### config.mk
export PLATFORM = sky130hd
export DESIGN_NAME = mem_port_arbiter
export DESIGN_NICKNAME = d
export VERILOG_FILES = /design/src/rtl/mem_port_arbiter.sv
export SDC_FILE = /design/constraint.sdc
export NUM_CORES = 1
export LEC_CHECK = 0
export BUFFER_PORTS_ARGS = -buffer_cell sky130_fd_sc_hd__buf_2
export CAP_MARGIN = 0
export CELL_PAD_IN_SITES_DETAIL_PLACEMENT = 0
export CELL_PAD_IN_SITES_GLOBAL_PLACEMENT = 1
export CORE_AREA = 3 3 208 210
export CTS_BUF_LIST = sky130_fd_sc_hd__clkbuf_8
export CTS_CLUSTER_DIAMETER = 80
export DETAILED_ROUTE_END_ITERATION = 10
export DIE_AREA = 0 0 211 213
export GPL_TIMING_DRIVEN = 0
export PLACE_DENSITY_LB_ADDON = 0.1
export SYNTH_ARGS = -nofsm -noshare
export SYNTH_HDL_FRONTEND = slang
export SYNTH_SLANG_ARGS = --single-unit
export TNS_END_PERCENT = 50
### constraint.sdc
create_clock -name clk -period 19.3 [get_ports clk]
set_clock_uncertainty 0.15 [all_clocks]
set_input_delay 0.965 -clock clk [delete_from_list [all_inputs] [get_ports clk]]
set_output_delay 0.965 -clock clk [all_outputs]
set_load 0.05 [all_outputs]
### src/rtl/mem_port_arbiter.sv
// Single-port memory bus arbiter between instruction fetch and data load/store.
// One transaction in flight; data has priority, with a starvation guard for fetch and a response timeout.
module mem_port_arbiter #(
  parameter int STARVE_LIMIT = 4,
  parameter int TIMEOUT_CYC  = 255,
  parameter int DATA_W       = 64
) (
  input  logic                clk,
  input  logic                rst,
  input  logic                if_req_valid,
  output logic                if_req_ready,
  input  logic [63:0]         if_req_addr,
  output logic                if_rsp_valid,
  output logic [DATA_W-1:0]   if_rsp_data,
  input  logic                mem_req_valid,
  output logic                mem_req_ready,
  input  logic [63:0]         mem_req_addr,
  input  logic                mem_req_wen,
  input  logic [DATA_W-1:0]   mem_req_wdata,
  input  logic [DATA_W/8-1:0] mem_req_wmask,
  output logic                mem_rsp_valid,
  output logic [DATA_W-1:0]   mem_rsp_data,
  output logic                bus_req_valid,
  input  logic                bus_req_ready,
  output logic [63:0]         bus_addr,
  output logic                bus_wen,
  output logic [DATA_W-1:0]   bus_wdata,
  output logic [DATA_W/8-1:0] bus_wmask,
  input  logic                bus_rsp_valid,
  input  logic [DATA_W-1:0]   bus_rsp_data,
  output logic                timeout_err
);

  typedef enum logic [1:0] {
    S_IDLE = 2'd0,
    S_REQ  = 2'd1,
    S_WAIT = 2'd2
  } state_t;

  localparam logic [3:0] STARVE_MAX = 4'(STARVE_LIMIT);
  localparam logic [7:0] TO_LAST    = 8'(TIMEOUT_CYC - 1);

  state_t      state;
  state_t      state_nxt;
  logic [3:0]  starve_cnt;
  logic [3:0]  starve_nxt;
  logic [7:0]  to_cnt;
  logic        owner_mem;
  logic        grant_if;
  logic        grant_mem;
  logic        accept;
  logic        req_done;
  logic        rsp_hit;
  logic        to_hit;
  logic [DATA_W-1:0] rsp_payload;

  function automatic logic [3:0] sat_inc(input logic [3:0] cnt);
    return (cnt == STARVE_MAX) ? cnt : cnt + 4'd1;
  endfunction

  // Writes and timeouts return zero data; reads pass the bus data through.
  function automatic logic [DATA_W-1:0] rsp_select(input logic zero, input logic [DATA_W-1:0] data);
    return zero ? '0 : data;
  endfunction

  always_comb begin
    grant_if  = if_req_valid && (!mem_req_valid || (starve_cnt == STARVE_MAX));
    grant_mem = mem_req_valid && !grant_if;
  end

  assign accept   = (state == S_IDLE) && (grant_if || grant_mem);
  assign req_done = (state == S_REQ) && bus_req_ready;
  assign rsp_hit  = (state == S_WAIT) && bus_rsp_valid;
  assign to_hit   = (state == S_WAIT) && !bus_rsp_valid && (to_cnt == TO_LAST);

  always_comb begin
    if (grant_if) begin
      starve_nxt = 4'd0;
    end else if (if_req_valid) begin
      starve_nxt = sat_inc(starve_cnt);
    end else begin
      starve_nxt = 4'd0;
    end
  end

  always_ff @(posedge clk or posedge rst) begin
    if (rst) begin
      state <= S_IDLE;
    end else begin
      state <= state_nxt;
    end
  end

  always_comb begin
    state_nxt = state;
    case (state)
      S_IDLE: if (accept) state_nxt = S_REQ;
      S_REQ:  if (bus_req_ready) state_nxt = S_WAIT;
      S_WAIT: if (rsp_hit || to_hit) state_nxt = S_IDLE;
      default: state_nxt = S_IDLE;
    endcase
  end

  // Readies are masked by rst so they drop in the same cycle reset is raised.
  always_comb begin
    if_req_ready  = 1'b0;
    mem_req_ready = 1'b0;
    bus_req_valid = 1'b0;
    case (state)
      S_IDLE: begin
        if_req_ready  = grant_if && !rst;
        mem_req_ready = grant_mem && !rst;
      end
      S_REQ:   bus_req_valid = 1'b1;
      default: ;
    endcase
  end

  // Request capture stage: winner fields held in the bus registers until the bus accepts.
  always_ff @(posedge clk or posedge rst) begin
    if (rst) begin
      owner_mem  <= 1'b0;
      starve_cnt <= 4'd0;
      bus_addr   <= '0;
      bus_wen    <= 1'b0;
      bus_wdata  <= '0;
      bus_wmask  <= '0;
    end else if (accept) begin
      owner_mem  <= grant_mem;
      starve_cnt <= starve_nxt;
      bus_addr   <= grant_mem ? mem_req_addr : if_req_addr;
      bus_wen    <= grant_mem && mem_req_wen;
      bus_wdata  <= grant_mem ? mem_req_wdata : '0;
      bus_wmask  <= grant_mem ? mem_req_wmask : '0;
    end
  end

  always_ff @(posedge clk or posedge rst) begin
    if (rst) begin
      to_cnt <= 8'd0;
    end else if (req_done) begin
      to_cnt <= 8'd0;
    end else if ((state == S_WAIT) && !rsp_hit && !to_hit) begin
      to_cnt <= to_cnt + 8'd1;
    end
  end

  assign rsp_payload = rsp_select(to_hit || bus_wen, bus_rsp_data);

  // Response stage: one-cycle pulse to the owner, data held until that owner's next response.
  always_ff @(posedge clk or posedge rst) begin
    if (rst) begin
      if_rsp_valid  <= 1'b0;
      mem_rsp_valid <= 1'b0;
      if_rsp_data   <= '0;
      mem_rsp_data  <= '0;
      timeout_err   <= 1'b0;
    end else begin
      if_rsp_valid  <= 1'b0;
      mem_rsp_valid <= 1'b0;
      timeout_err   <= 1'b0;
      if (rsp_hit || to_hit) begin
        timeout_err <= to_hit;
        if (owner_mem) begin
          mem_rsp_valid <= 1'b1;
          mem_rsp_data  <= rsp_payload;
        end else begin
          if_rsp_valid <= 1'b1;
          if_rsp_data  <= rsp_payload;
        end
      end
    end
  end

endmodule

== Yosys cells after proc, flatten, opt, wreduce, memory -nomap -nowiden ==
Index checks and enable logic that the tools add are counted.
Storage, ports and cells
  register bits after elaboration: 283
  latch bits: 0
  memory bits (writable): 0
  bits in read-only memories: 0
  input port bits: 271
  output and inout port bits: 271
  logic and storage cells: 73
  memories kept: 0
Operators by class
  add/sub/neg operators: 2
  multipliers: 0
  divide/modulo/power cells: 0
  order comparisons: 0
  equality and inequality tests: 8
  shift operators: 0
  muxes and demuxes: 21
  bitwise operators: 1
  reduce and logical (&&, ||, !) cells: 28
Operators with widths (count)
  64-bit two-way mux: 3
  8-bit two-way mux: 3
  1-bit logical AND: 12
  4-bit two-way mux: 3
  8-bit by 1-bit adder with 8-bit output, second input constant: 1
  8-bit == test, second input constant: 1
  1-bit two-way mux: 8
  1-bit zero test: 6
  2-bit two-way mux: 3
  2-bit one-hot mux with 3 select lines: 1
  2-bit AND reduction: 3
  4-bit by 1-bit adder with 4-bit output, second input constant: 1
  4-bit by 3-bit == test with 1-bit output, second input constant: 1
  1-bit logical OR: 4
  2-bit inequality test, second input constant: 2
  3-bit inequality test, second input constant: 1
  3-bit AND reduction: 1
  2-bit by 1-bit == test with 1-bit output, second input constant: 1
  2-bit == test, second input constant: 1
  2-bit zero test: 1
  2-bit by 1-bit inequality test with 1-bit output, second input constant: 1
  2-bit nonzero test: 1
  1-bit NOT: 1

== Longest topological paths before layout ==
  depth after elaboration: 9
  depth in mapped cells: 8
  mapped depth without buffers: 6

== Least setup slack after synthesis ==
OpenSTA, ideal clock, no wires.
  path type: input port to output port
  start: input port rst
  end: output port if_req_ready
  arrival time: 8049 ps
  path slack: 10136 ps
  cell stages on the path: 3
  buffers on the path: 0
  path through: inv_1 nand3_1 a21oi_1
On the way
  word-level cells in the longest chain between the ends: 3
RTL lines
  from (decl): RTL line 9  | input logic rst,
  1-bit zero test (no line)
  1-bit logical AND: RTL line 111  | if_req_ready = grant_if && !rst;
  1-bit two-way mux: RTL line 109  | case (state)
  to (decl): RTL line 11  | output logic if_req_ready,
Every way passes these cells.

== Worst setup path after layout ==
  start: register starve_cnt[0]
  end: output port mem_req_ready
On the way
  word-level cells in the longest chain between the ends: 7
RTL lines
  from (decl): RTL line 45  | logic [3:0] starve_cnt;
  from (signal assigned): RTL line 130  | starve_cnt <= starve_nxt;
  4-bit by 3-bit == test with 1-bit output: RTL line 67  | grant_if = if_req_valid && (!mem_req_valid || (starve_cnt == STARVE_MAX));
  1-bit logical OR: RTL line 67
  1-bit logical AND: RTL line 67
  1-bit zero test: RTL line 68  | grant_mem = mem_req_valid && !grant_if;
  1-bit logical AND: RTL line 68
  1-bit logical AND: RTL line 112  | mem_req_ready = grant_mem && !rst;
  1-bit two-way mux: RTL line 109
  to (decl): RTL line 16  | output logic mem_req_ready,
Every way passes these cells.

==> impl_metrics.ini <==
[yosys]
synth_edf_count = 0
yosysSeqAreaShare = 0.591
synth_most_common_cell = dfrtp_1
synth_cells = 1106
synth_top_area_cell = dfrtp_1
synth-seq-cells = 283
synth_area_um2 = 12000
syn_nets = 1381
netlist_top_cells_area = dfrtp_1 59%, mux2_2 7.4%, nand2_1 7.0%
synth_top_area_share = 0.591
ys_types = 35
synth_common_cells = 283 x dfrtp_1, 225 x nand2_1, 130 x a21oi_1
yosysWarningCount = 0
ys.flop_type = dfrtp_1
synth-async-reset-ratio = 1.00
syn_area_per_cell_um2 = 10.8

[clocking]
cts_tree = built
path_clk_slew_ps = 60
ctsHoldBuffers = 0
post-cts-setup-buffers = 0
clk_latency_ps = 620
cts_buffers = 53
clockBufferDepth = 3
cts_sinks = 283
cts_max_level = 2
cts_root_buffer = clkbuf_8
cts_resized = 0

[global_routing]
grt-ovfl-total = 0
grt_max_degree = 114
grt_pass1_wl_um = 68200
grtUsageTotal = 0.200
grt_antenna_before_repair = 17
grt_pass1_vias = 10800

[worst_setup_path]
cp.required_ps = 18190
max_stage_delay_ps = 590
critical_path_class = reg -> out
cpMostUsedCell = clkbuf_1
crit_chain = inv_1 -> ha_1 -> nand4b_1 -> and2_1 -> clkbuf_1 -> clkbuf_1 -> and3_1 -> buf_2
critPathCaptureType = output pin
cp-start-kind = flip-flop
cp_max_fo = 10
crit_slowest_cell = clkbuf_1
arrival_ps = 3150

[timing]
slew_headroom = 0.238
rsz0062_at_grt = no
setup-tns-final_ps = 0
finalHoldViolCount = 0
worst_pin_slew_ps = 1130
finalSetupViolations = 0
slew_violations = 0
fin_ws_ps = 15040
timing.final.crit_share = 0.221
fin_crit_ps = 4260
clock.fmax_mhz = 235

[floorplan]
dieArea_um2 = 44900
fp.dieH_um = 213
initial_core_util = 0.287
fp-row-count = 75
io-pin-count = 542
core_um2 = 41800
fp.dieW_um = 211

[detailed_routing]
routed_wl_um = 46600
drc_errors = 0
dr.pass1.iters = 4
ant_nets = 0
via_per_inst = 4.57
post_drt_wl_per_cell_um = 20.3
num_vias = 10500
first_iter_violations = 564

[run_status]
outcome = finished, final reports clean

[power_and_ir_drop]
ir_drop_mv = 0.111
powerDensity_nw_per_um2 = 216
leakagePower_nw = 8.88

[placed_design]
place_ws_ps = 14930
dp_hpwl_um = 35100
port_buffers = 541
place.gp.congestion = 0.790

[finish]
area_delta_synth_final_pct = 38.2
drive_gt1_frac = 0.441
nets = 1979

[min_path]
hp-class = in -> async

[flow_run]
max_cap_violations = 0
-- layout make-up --
cell class,instances,area [µm²]
fillers,4300,25200
flip-flops and latches,283,7080
multi-input cells,745,4560
repair buffers,543,2760
clock buffers,73,1000
well taps,539,674
plain buffers,72,325
clock inverters,21,113
inverters,6,30.0
diodes,8,20.0
-- sequential cells by signal (all words and copies together), names as in the netlist --
register       flops
bus_addr          64
bus_wdata         64
bus_wen            1
bus_wmask          8
if_rsp_data       64
if_rsp_valid       1
mem_rsp_data      64
mem_rsp_valid      1
owner_mem          1
starve_cnt         4
state              2
timeout_err        1
to_cnt             8
-- cells by family after synthesis --
family	share of synthesized area
XOR/XNOR	0.00146
flip-flops	0.591
multiplexers	0.138
AO/OA/AOI/OAI	0.0627
buffers and inverters	0.0290
adder cells (fa/ha/maj)	0.00418
AND/OR/NAND/NOR	0.174
-- metal layers --
metal | wire, µm | up-vias | track usage | part of all wire
li1 | - | 4913 | - | -
met1 | 18000 | 5024 | 0.233 | 0.39
met2 | 22500 | 415 | 0.336 | 0.48
met3 | 4470 | 103 | 0.0788 | 0.096
met4 | 1490 | 14 | 0.0739 | 0.032
met5 | 84 | - | 0 | 0.0018
-- where the power goes --
group / internal, mW / switching, mW
combinational: 0.474 / 1.48
clock: 0.346 / 0.263
sequential: 0.868 / 0.146
-- worst max-delay path: cells and delay by family (launching register included) --
family | cells | cell delay, ps
AND/OR/NAND/NOR | 3 | 530
flip-flops | 1 | 400
buffers and inverters | 4 | 1380
adder cells (fa/ha/maj) | 1 | 210
-- placed cells by master, fill, tap and decap left out, types with 2 or more instances in the layout --
master / Yosys / final
mux2_2: 79 / 79
clkinv_2: 0 / 3
clkbuf_1: 57 / 57
nand4b_1: 2 / 2
and3_1: 3 / 3
and2_1: 68 / 68
nand3_1: 82 / 82
dfrtp_1: 283 / 283
o31ai_1: 2 / 2
nand2_1: 225 / 225
o21ai_0: 7 / 7
nand4_1: 3 / 3
diode_2: 0 / 8
buf_16: 0 / 2
buf_6: 6 / 6
buf_2: 8 / 549
inv_1: 6 / 21
o211ai_1: 2 / 2
and4_1: 2 / 2
ha_1: 4 / 4
clkbuf_8: 0 / 73
mux2i_1: 3 / 3
nor2_1: 70 / 70
a21oi_1: 130 / 130
mux2_4: 49 / 49
nand3b_1: 2 / 2
-- path summary, 6_finish.rpt --
kind                                            from                     endpoint  slack, ps  cells past startpoint
setup reg to reg               to_cnt[0]$_DFFE_PP0P_  if_rsp_data[18]$_DFFE_PP0P_      16190                      7
hold / removal                                   rst    bus_wdata[21]$_DFFE_PP0P_        250                      2
min in group clk           bus_wdata[11]$_DFFE_PP0P_    bus_wdata[11]$_DFFE_PP0P_        310                      2
hold reg to reg            bus_wdata[11]$_DFFE_PP0P_    bus_wdata[11]$_DFFE_PP0P_        310                      2
setup / recovery           starve_cnt[0]$_DFFE_PP0P_                mem_req_ready      15040                      8
max in group asynchronous                        rst      bus_addr[2]$_DFFE_PP0P_      17260                      4
-- metrics by stage --
step | hold WS [ps] | power [mW] | utilization | cells | cell area, µm²
finish | 248 | 3.57 | 0.397 | 2290 | 16600
global route | 237 | 3.78 | 0.397 | 2290 | 16600
CTS | 200 | 3.63 | 0.396 | 2282 | 16500
detailed placement | 300 | 3.00 | 0.370 | 2188 | 15400
global placement | 295 | 2.98 | 0.368 | 2186 | 15400
floorplan | 315 | 2.44 | - | 1106 | 12000
Note: power is estimated with default switching activity, not from simulation.
